### config.mk
export PLATFORM = sky130hd
export DESIGN_NAME = om_writeback_sequencer_flat
export DESIGN_NICKNAME = d
export VERILOG_FILES = /design/src/rtl/om_writeback_sequencer_pkg.sv /design/src/rtl/om_writeback_sequencer_if.sv /design/src/rtl/om_writeback_sequencer_lane_select.sv /design/src/rtl/om_writeback_sequencer.sv /design/src/flat_wrapper.sv
export SDC_FILE = /design/constraint.sdc
export NUM_CORES = 1
export LEC_CHECK = 0
export BUFFER_PORTS_ARGS = -buffer_cell sky130_fd_sc_hd__buf_4
export CAP_MARGIN = 15
export CORE_MARGIN = 1.5
export CORE_UTILIZATION = 50
export CTS_BUF_LIST = sky130_fd_sc_hd__clkbuf_2
export CTS_CLUSTER_SIZE = 40
export DETAILED_ROUTE_END_ITERATION = 12
export PLACE_DENSITY = 0.82
export SKIP_CTS_REPAIR_TIMING = 1
export SYNTH_ARGS = -nofsm -noshare
export SYNTH_HDL_FRONTEND = slang
export SYNTH_SLANG_ARGS = --single-unit
### constraint.sdc
create_clock -name clock -period 7.8 [get_ports clock]
set_input_delay 0.78 -clock clock [delete_from_list [all_inputs] [get_ports clock]]
set_output_delay 0.78 -clock clock [all_outputs]
set_load 0.005 [all_outputs]
### src/rtl/om_writeback_sequencer_pkg.sv
// bf_pkg: shared Bellman-Ford widths, codes and sequencer state encoding.
package bf_pkg;
    localparam int ADDR_W = 13;
    localparam int ROW_W  = 128;
    localparam int WORD_W = 16;
    localparam int LANES  = ROW_W / WORD_W;
    localparam int LANE_W = $clog2(LANES);
    localparam int CNT_W  = ADDR_W + 1;
    localparam logic [ADDR_W-1:0] WM_BASE   = 13'h0000;
    localparam logic [WORD_W-1:0] INF_CODE  = 16'h7FFF;
    localparam logic [WORD_W-1:0] UNREACH   = 16'hFFFF;
    localparam logic [LANE_W-1:0] LAST_LANE = LANE_W'(LANES - 1);
    localparam logic [CNT_W-1:0]  MAX_NODES = CNT_W'(1 << ADDR_W);
    typedef enum logic [1:0] {IDLE, FETCH, DRAIN, DONE} state_t;
    function automatic logic [WORD_W-1:0] map_dist(input logic [WORD_W-1:0] d);
        return d == INF_CODE ? UNREACH : d;
    endfunction
endpackage

### src/rtl/om_writeback_sequencer_if.sv
// om_writeback_sequencer_if: control, WM read port 2 and OM write port of the writeback sequencer.
interface om_writeback_sequencer_if;
    import bf_pkg::*;
    logic              start;
    logic [CNT_W-1:0]  node_count;
    logic              busy;
    logic              finish;
    logic [ADDR_W-1:0] wm_addr;
    logic [ROW_W-1:0]  wm_data;
    logic [ADDR_W-1:0] om_waddr;
    logic [WORD_W-1:0] om_wdata;
    logic              om_we;
    modport master (
        input  start, node_count, wm_data,
        output busy, finish, wm_addr, om_waddr, om_wdata, om_we
    );
    modport slave (
        output start, node_count, wm_data,
        input  busy, finish, wm_addr, om_waddr, om_wdata, om_we
    );
endinterface

### src/rtl/om_writeback_sequencer_lane_select.sv
// om_lane_select: picks one distance word out of a WM row and maps the internal infinity code.
module om_lane_select
    import bf_pkg::*;
(
    input  logic [ROW_W-1:0]  row_buf,
    input  logic [LANE_W-1:0] lane,
    output logic [WORD_W-1:0] word
);
    assign word = map_dist(row_buf[lane*WORD_W +: WORD_W]);
endmodule

### src/rtl/om_writeback_sequencer.sv
// om_writeback_sequencer: copies N packed WM distances into OM, one word per cycle, then raises finish.
module om_writeback_sequencer
    import bf_pkg::*;
(
    input logic clock,
    input logic reset,
    om_writeback_sequencer_if.master bus
);
    state_t            state;
    logic [CNT_W-1:0]  n;
    logic [CNT_W-1:0]  idx;
    logic [CNT_W-1:0]  n_req;
    logic [LANE_W-1:0] lane;
    logic [ROW_W-1:0]  row_buf;
    logic [WORD_W-1:0] word;
    logic              busy_q;
    logic              finish_q;
    logic              drain;

    om_lane_select u_sel (.row_buf(row_buf), .lane(lane), .word(word));

    always_comb begin
        n_req = bus.node_count > MAX_NODES ? MAX_NODES : bus.node_count;
        drain = state == DRAIN;
    end

    // During DRAIN the WM port already points at the next row so a lane wrap reloads without a bubble.
    assign bus.wm_addr  = WM_BASE + (drain ? ADDR_W'(idx[CNT_W-1:LANE_W]) + 1'b1 : '0);
    assign bus.om_we    = drain;
    assign bus.om_waddr = drain ? idx[ADDR_W-1:0] : '0;
    assign bus.om_wdata = drain ? word : '0;
    assign bus.busy     = busy_q;
    assign bus.finish   = finish_q;

    always_ff @(posedge clock or negedge reset) begin
        if (!reset) begin
            state    <= IDLE;
            n        <= '0;
            idx      <= '0;
            lane     <= '0;
            row_buf  <= '0;
            busy_q   <= 1'b0;
            finish_q <= 1'b0;
        end else begin
            case (state)
                IDLE, DONE: if (bus.start) begin
                    n        <= n_req;
                    state    <= n_req == '0 ? DONE : FETCH;
                    busy_q   <= n_req != '0;
                    finish_q <= n_req == '0;
                end
                FETCH: begin
                    row_buf <= bus.wm_data;
                    idx     <= '0;
                    lane    <= '0;
                    state   <= DRAIN;
                end
                DRAIN: begin
                    idx  <= idx + 1'b1;
                    lane <= lane == LAST_LANE ? '0 : lane + 1'b1;
                    if (lane == LAST_LANE) row_buf <= bus.wm_data;
                    if (idx == n - 1'b1) begin
                        state    <= DONE;
                        busy_q   <= 1'b0;
                        finish_q <= 1'b1;
                    end
                end
                default: state <= IDLE;
            endcase
        end
    end
endmodule

### src/flat_wrapper.sv
// flat-port wrapper written by rule: the top's interface ports become plain ports
module om_writeback_sequencer_flat import bf_pkg::*;
  (clock, reset, bus_start, bus_node_count, bus_wm_data, bus_busy, bus_finish, bus_wm_addr, bus_om_waddr, bus_om_wdata, bus_om_we);
  om_writeback_sequencer_if bus_i ();
  input logic clock;
  input logic reset;
  input wire logic [$bits(bus_i.start)-1:0] bus_start;
  input wire logic [$bits(bus_i.node_count)-1:0] bus_node_count;
  input wire logic [$bits(bus_i.wm_data)-1:0] bus_wm_data;
  output wire logic [$bits(bus_i.busy)-1:0] bus_busy;
  output wire logic [$bits(bus_i.finish)-1:0] bus_finish;
  output wire logic [$bits(bus_i.wm_addr)-1:0] bus_wm_addr;
  output wire logic [$bits(bus_i.om_waddr)-1:0] bus_om_waddr;
  output wire logic [$bits(bus_i.om_wdata)-1:0] bus_om_wdata;
  output wire logic [$bits(bus_i.om_we)-1:0] bus_om_we;
  assign bus_i.start = bus_start;
  assign bus_i.node_count = bus_node_count;
  assign bus_i.wm_data = bus_wm_data;
  assign bus_busy = bus_i.busy;
  assign bus_finish = bus_i.finish;
  assign bus_wm_addr = bus_i.wm_addr;
  assign bus_om_waddr = bus_i.om_waddr;
  assign bus_om_wdata = bus_i.om_wdata;
  assign bus_om_we = bus_i.om_we;
  om_writeback_sequencer u_core (.clock(clock), .reset(reset), .bus(bus_i));
endmodule
# After elaboration in Yosys (flattened, before gate mapping)
# Cells that the tools add are included.
[totals]
register_bits = 163
latch_bits = 0
ram_bits = 0
romBits = 0
inputBits = 145
elab_cells = 52
mem_count = 0
[classes]
addsub = 4
multipliers = 0
div = 0
order_cmp = 1
eq_ne = 9
shift = 1
muxes = 20
bitwise = 0
n_reduce_logical = 10
[op_table]
columns = ["op", "count"]
rows = [
  ["case mux 128 bit (2 select lines)", 1],
  ["2-to-1 mux 128 bit", 1],
  ["variable part select 128 x 8 -> 16 bit", 1],
  ["2-to-1 mux 16 bit", 2],
  ["case mux 14 bit (2 select lines)", 1],
  ["2-to-1 mux 13 bit", 2],
  ["equality test 16 x 15 -> 1 bit, second input constant", 1],
  ["adder 14 x 1 -> 14 bit, second input constant", 1],
  ["equality test 14 bit", 1],
  ["greater-than comparator 14 bit, second input constant", 1],
  ["logical NOT 14 bit", 1],
  ["2-to-1 mux 14 bit", 1],
  ["nonzero test 14 bit", 1],
  ["subtractor 14 x 1 -> 14 bit, second input constant", 1],
  ["adder 11 x 1 -> 12 bit, second input constant", 1],
  ["2-to-1 mux 2 bit", 3],
  ["!= test 2 bit, second input constant", 3],
  ["case mux 2 bit (3 select lines)", 1],
  ["case mux 3 bit (2 select lines)", 1],
  ["AND reduction 2 bit", 3],
  ["equality test 2 bit, second input constant", 2],
  ["2-to-1 mux 1 bit", 4],
  ["case mux 1 bit (2 select lines)", 2],
  ["nonzero test 2 bit", 2],
  ["7 further kinds", 7],
]

# Logic depth before layout (Yosys ltp)
[depth]
word_depth = 6
depth_mapped = 9
mapped_depth_nobuf = 9

# Modules after synthesis
# Synthesis repeated with hierarchy kept, for this count alone.
[hier_totals]
hier_cells = 656
area_unflattened_um2 = 8329.2
[by_module_without_submodules]
columns = ["mod", "n_inst", "cells_each", "area_each_um2"]
rows = [
  ["om_writeback_sequencer", 1, 584, 7252.0],
  ["om_lane_select", 1, 72, 1077.3],
]

# Worst setup path before layout
# Ideal clock, no wire load.
[synth_path]
path_type = "flip-flop to output port"
startpoint = "reg u_core.lane[0]"
endpoint = "out bus_om_wdata[15]"
arrival_time_ns = 2.000
slack_ns = 5.020
path_stages_with_launch = 8
n_path_buf = 2
path_cell_list = "dfrtp_1 > clkbuf_1 > buf_2 > mux4_2 > nand3_1 > a211oi_1 > nand3_1 > a221oi_1"
[synth_between]
elab_chain_cells = 4
[synth_lines]
columns = ["element", "line", "rtl"]
rows = [
  ["start: declaration", "om_writeback_sequencer.sv:13", "logic [LANE_W-1:0] lane;"],
  ["start signal: assignment", "om_writeback_sequencer.sv:60", "lane <= lane == LAST_LANE ? '0 : lane + 1'b1;"],
  ["variable part select 128 x 8 -> 16 bit (*)", "om_writeback_sequencer_lane_select.sv:9", "assign word = map_dist(row_buf[lane*WORD_W +: WORD_W]);"],
  ["equality test 16 x 15 -> 1 bit", "om_writeback_sequencer_pkg.sv:16", "return d == INF_CODE ? UNREACH : d;"],
  ["2-to-1 mux 16 bit (*)", "om_writeback_sequencer_pkg.sv:16", ""],
  ["2-to-1 mux 16 bit (*)", "om_writeback_sequencer.sv:31", "assign bus.om_wdata = drain ? word : '0;"],
  ["end: declaration", "flat_wrapper.sv:14", "output wire logic [$bits(bus_i.om_wdata)-1:0] bus_om_wdata;"],
]
# Mark *: on every way between the ends. The rest lies on a longest branch, timed or not.

# Worst setup path after layout
# Same ends and word-level chain as after synthesis.

==> flow_summary.yaml <==
outcome:
  outcome: "finished clean"
logic_synthesis:
  postSynthAreaPerCell_um2: 12.6
  syn_area_um2: 8090
  yosys.area.top_type: "dfrtp_1"
  yosys-top-cells-area: "dfrtp_1, mux2_2, mux4_2"
  post_synth_num_cell_types: 49
  yosysMostFrequentCell: "dfrtp_1"
  synth_cells: 644
  async_reset_ff_frac: 1.00
  synth_compound_gate_area_share: 0.0475
  seq_area_frac_synth: 0.504
  ys_warn_count: 0
  synth-xor-area-share: 0.0325
  synth_top_area_frac: 0.504
  synth.area.mux_share: 0.280
  synth_fp_nets: 797
  yosys.area_share.adder: 0.0124
  synth-simple-area-share: 0.0983
  synth-edff-count: 0
  synth-main-ff-cell: "dfrtp_1"
  synthTopCellsByCount: "dfrtp_1, mux2_2, nand2_1, nor2_1"
  synth_top_family_by_area: "multiplexers"
  synth-seq-cells: 163
global_route:
  grt_pass1_vias: 5851
  grt_overflow: 0
  grt_pass1_wl_um: 29600
  grt_max_degree: 95
  antenna_found_initial: 0
  grt_use_total: 0.233
worst_setup_path:
  crit_path_end_kind: "output pin"
  worst-setup-path-type: "reg -> out"
  cp_num_buf_inv: 2
  slowest_stage: "buf_4"
  max_stage_delay_ns: 0.57
  crit_start: "u_core.lane[0]"
  path_common_cell: "buf_4"
  cp_data_required_time_ns: 7.02
  crit_family: "buffers and inverters"
  path_depth: 7
  critPathCapture: "bus_om_wdata[15]"
  worst-path-max-fanout: 35
  r2r_end: "u_core.row_buf[91]"
  rrSetupSlack_ns: 4.21
  path_cells: "buf_4 -> mux4_2 -> mux2i_1 -> nor3_1 -> nand3_1 -> a221oi_1 -> buf_4"
  critical_path_arrival_ns: 3.25
  rr_worst_depth: 6
  startpoint_type: "register"
  r2r-start: "u_core.state[0]"
detailed_routing:
  num_vias: 5744
  dr.pass1.iters: 5
  ant_nets: 0
  remaining_drc_errors: 0
  drt_iter0_markers: 303
  wirelength_um: 18900
  viasPerCell: 5.51
  route.detailed.wl_per_inst_um: 18.1
floorplanning:
  ios: 190
  die_x_um: 130
  die-area_um2: 17000
  start_util: 0.511
  core_um2: 15800
  fp.dieH_um: 130
  rows: 46
pwr:
  finalPower_w: 0.00352
  power-per-cell-area_nw_per_um2: 357
  leakagePower_nw: 4.38
  vdd_drop_max_v: 0.000224
min_path:
  hp-class: "in -> async"
final_layout:
  antennaDiodeCount: 0
  drive_gt1_frac: 0.476
  final_area_um2: 9860
  fillers: 1241
  area_growth_pct: 21.8
  nNetsFinal: 967
timing:
  fin_hold_ws_ns: 0.0914
  final.setup_skew_ns: 0.0242
  rsz0062_at_grt: "no"
  slew_violations: 0
  maxClockFrequency_ghz: 0.248
  tns_ns: 0
  min_period_ns: 4.03
  setup_viol: 0
  relSlewSlack: 0.236
  worst_slack_ns: 3.77
  hold_viol_final: 0
  max_slew.worst_pin.slew_ns: 1.15
  period_share: 0.516
place:
  dpl-instance-area_um2: 9660
  dp_hpwl_um: 13700
  gp_congestion: 0.819
  dpl_worst_slack_ns: 4.27
  portBuffers: 188
clock_tree:
  clockBufferDepth: 2
  htree_num_levels: 4
  numCtsBuffers: 17
  cts_tree: "yes"
  cts.sinks: 163
  cts_root_buffer: "clkbuf_2"
  clkSlewWorstSetupHoldPaths_ns: 0.23
  insertion_delay_ns: 0.71
job:
  drv_cap: 0
==> layer usage <==
metal | GRT usage | share of wire | vias up
met5 | 0 | 0 | -
met2 | 0.381 | 0.49 | 203
met1 | 0.278 | 0.40 | 2861
met4 | 0.0902 | 0.024 | 0
met3 | 0.0927 | 0.092 | 29
li1 | - | - | 2651
==> placed cells by master, fill, tap and decap left out, types with 4 or more instances in the layout <==
cell,count
clkinv_4,4
nand2_1,42
nor3_1,7
o21ai_0,12
clkbuf_2,19
ha_1,8
or3_1,9
nand4_1,9
mux2i_1,8
a22o_1,11
nand2b_1,5
and2_1,15
xnor2_1,16
inv_1,8
buf_4,192
nor4_1,4
dfrtp_1,162
mux4_2,32
nand3_1,10
and3_1,4
xor2_1,14
a21oi_1,18
nor2b_1,5
nor2_1,42
mux2_2,129
==> state kept, by name, indices dropped and copies added, names as in the netlist <==
name               count
u_core.lane            3
u_core.bus.busy        1
u_core.idx            14
u_core.row_buf       128
u_core.state           2
u_core.n              14
u_core.bus.finish      1
==> stage by stage <==
step | cells | utilization
final | 1043 | 0.623
after global routing | 1043 | 0.623
after CTS | 1043 | 0.623
after detailed placement | 1011 | 0.611
after global placement | 1011 | 0.611
after floorplan | 644 | -
==> report_power, final <==
part,switching (W),internal (W),leakage (nW)
combinational,0.000732,0.000932,2.31
clock,0.000307,0.0000912,0.127
sequential,0.000224,0.00124,1.95
==> how the worst min path moves through the flow <==
stage                        start                   to  depth (start not counted)
2_1_floorplan  u_core.row_buf[100]  u_core.row_buf[100]                          1
3_3_place_gp    u_core.row_buf[45]   u_core.row_buf[45]                          1
3_5_place_dp    u_core.row_buf[55]   u_core.row_buf[55]                          1
4_1_cts                      reset   u_core.row_buf[90]                          1
5_1_grt                      reset   u_core.row_buf[90]                          1
6_report                     reset          u_core.n[2]                          1
==> area by class of cell <==
| cell class | count | area (um2) | share of cell area |
|---|---|---|---|
| Sequential cell | 163 | 4080 | 0.414 |
| Multi-Input combinational cell | 429 | 3820 | 0.388 |
| Timing Repair Buffer | 193 | 1450 | 0.147 |
| Tap cell | 216 | 270 | 0.0274 |
| Clock inverter | 13 | 103 | 0.0104 |
| Clock buffer | 19 | 95.1 | 0.00964 |
| Inverter | 10 | 37.5 | 0.00381 |
==> worst reg2reg max path, stage by stage, from the launching register on <==
cell	delay (ns)
dfrtp_1	0.46
inv_1	0.09
ha_1	0.73
mux2i_4	0.33
buf_4	0.44
buf_4	0.93
mux2_2	0.51
==> kinds of logic after synthesis <==
family | count (synthesis)
AND/OR/NAND/NOR | 162
other | 1
buffers and inverters | 52
adder cells (fa/ha/maj) | 8
flip-flops | 163
multiplexers | 170
AO/OA/AOI/OAI | 58
XOR/XNOR | 30
Note: power is estimated with default switching activity, not from simulation.
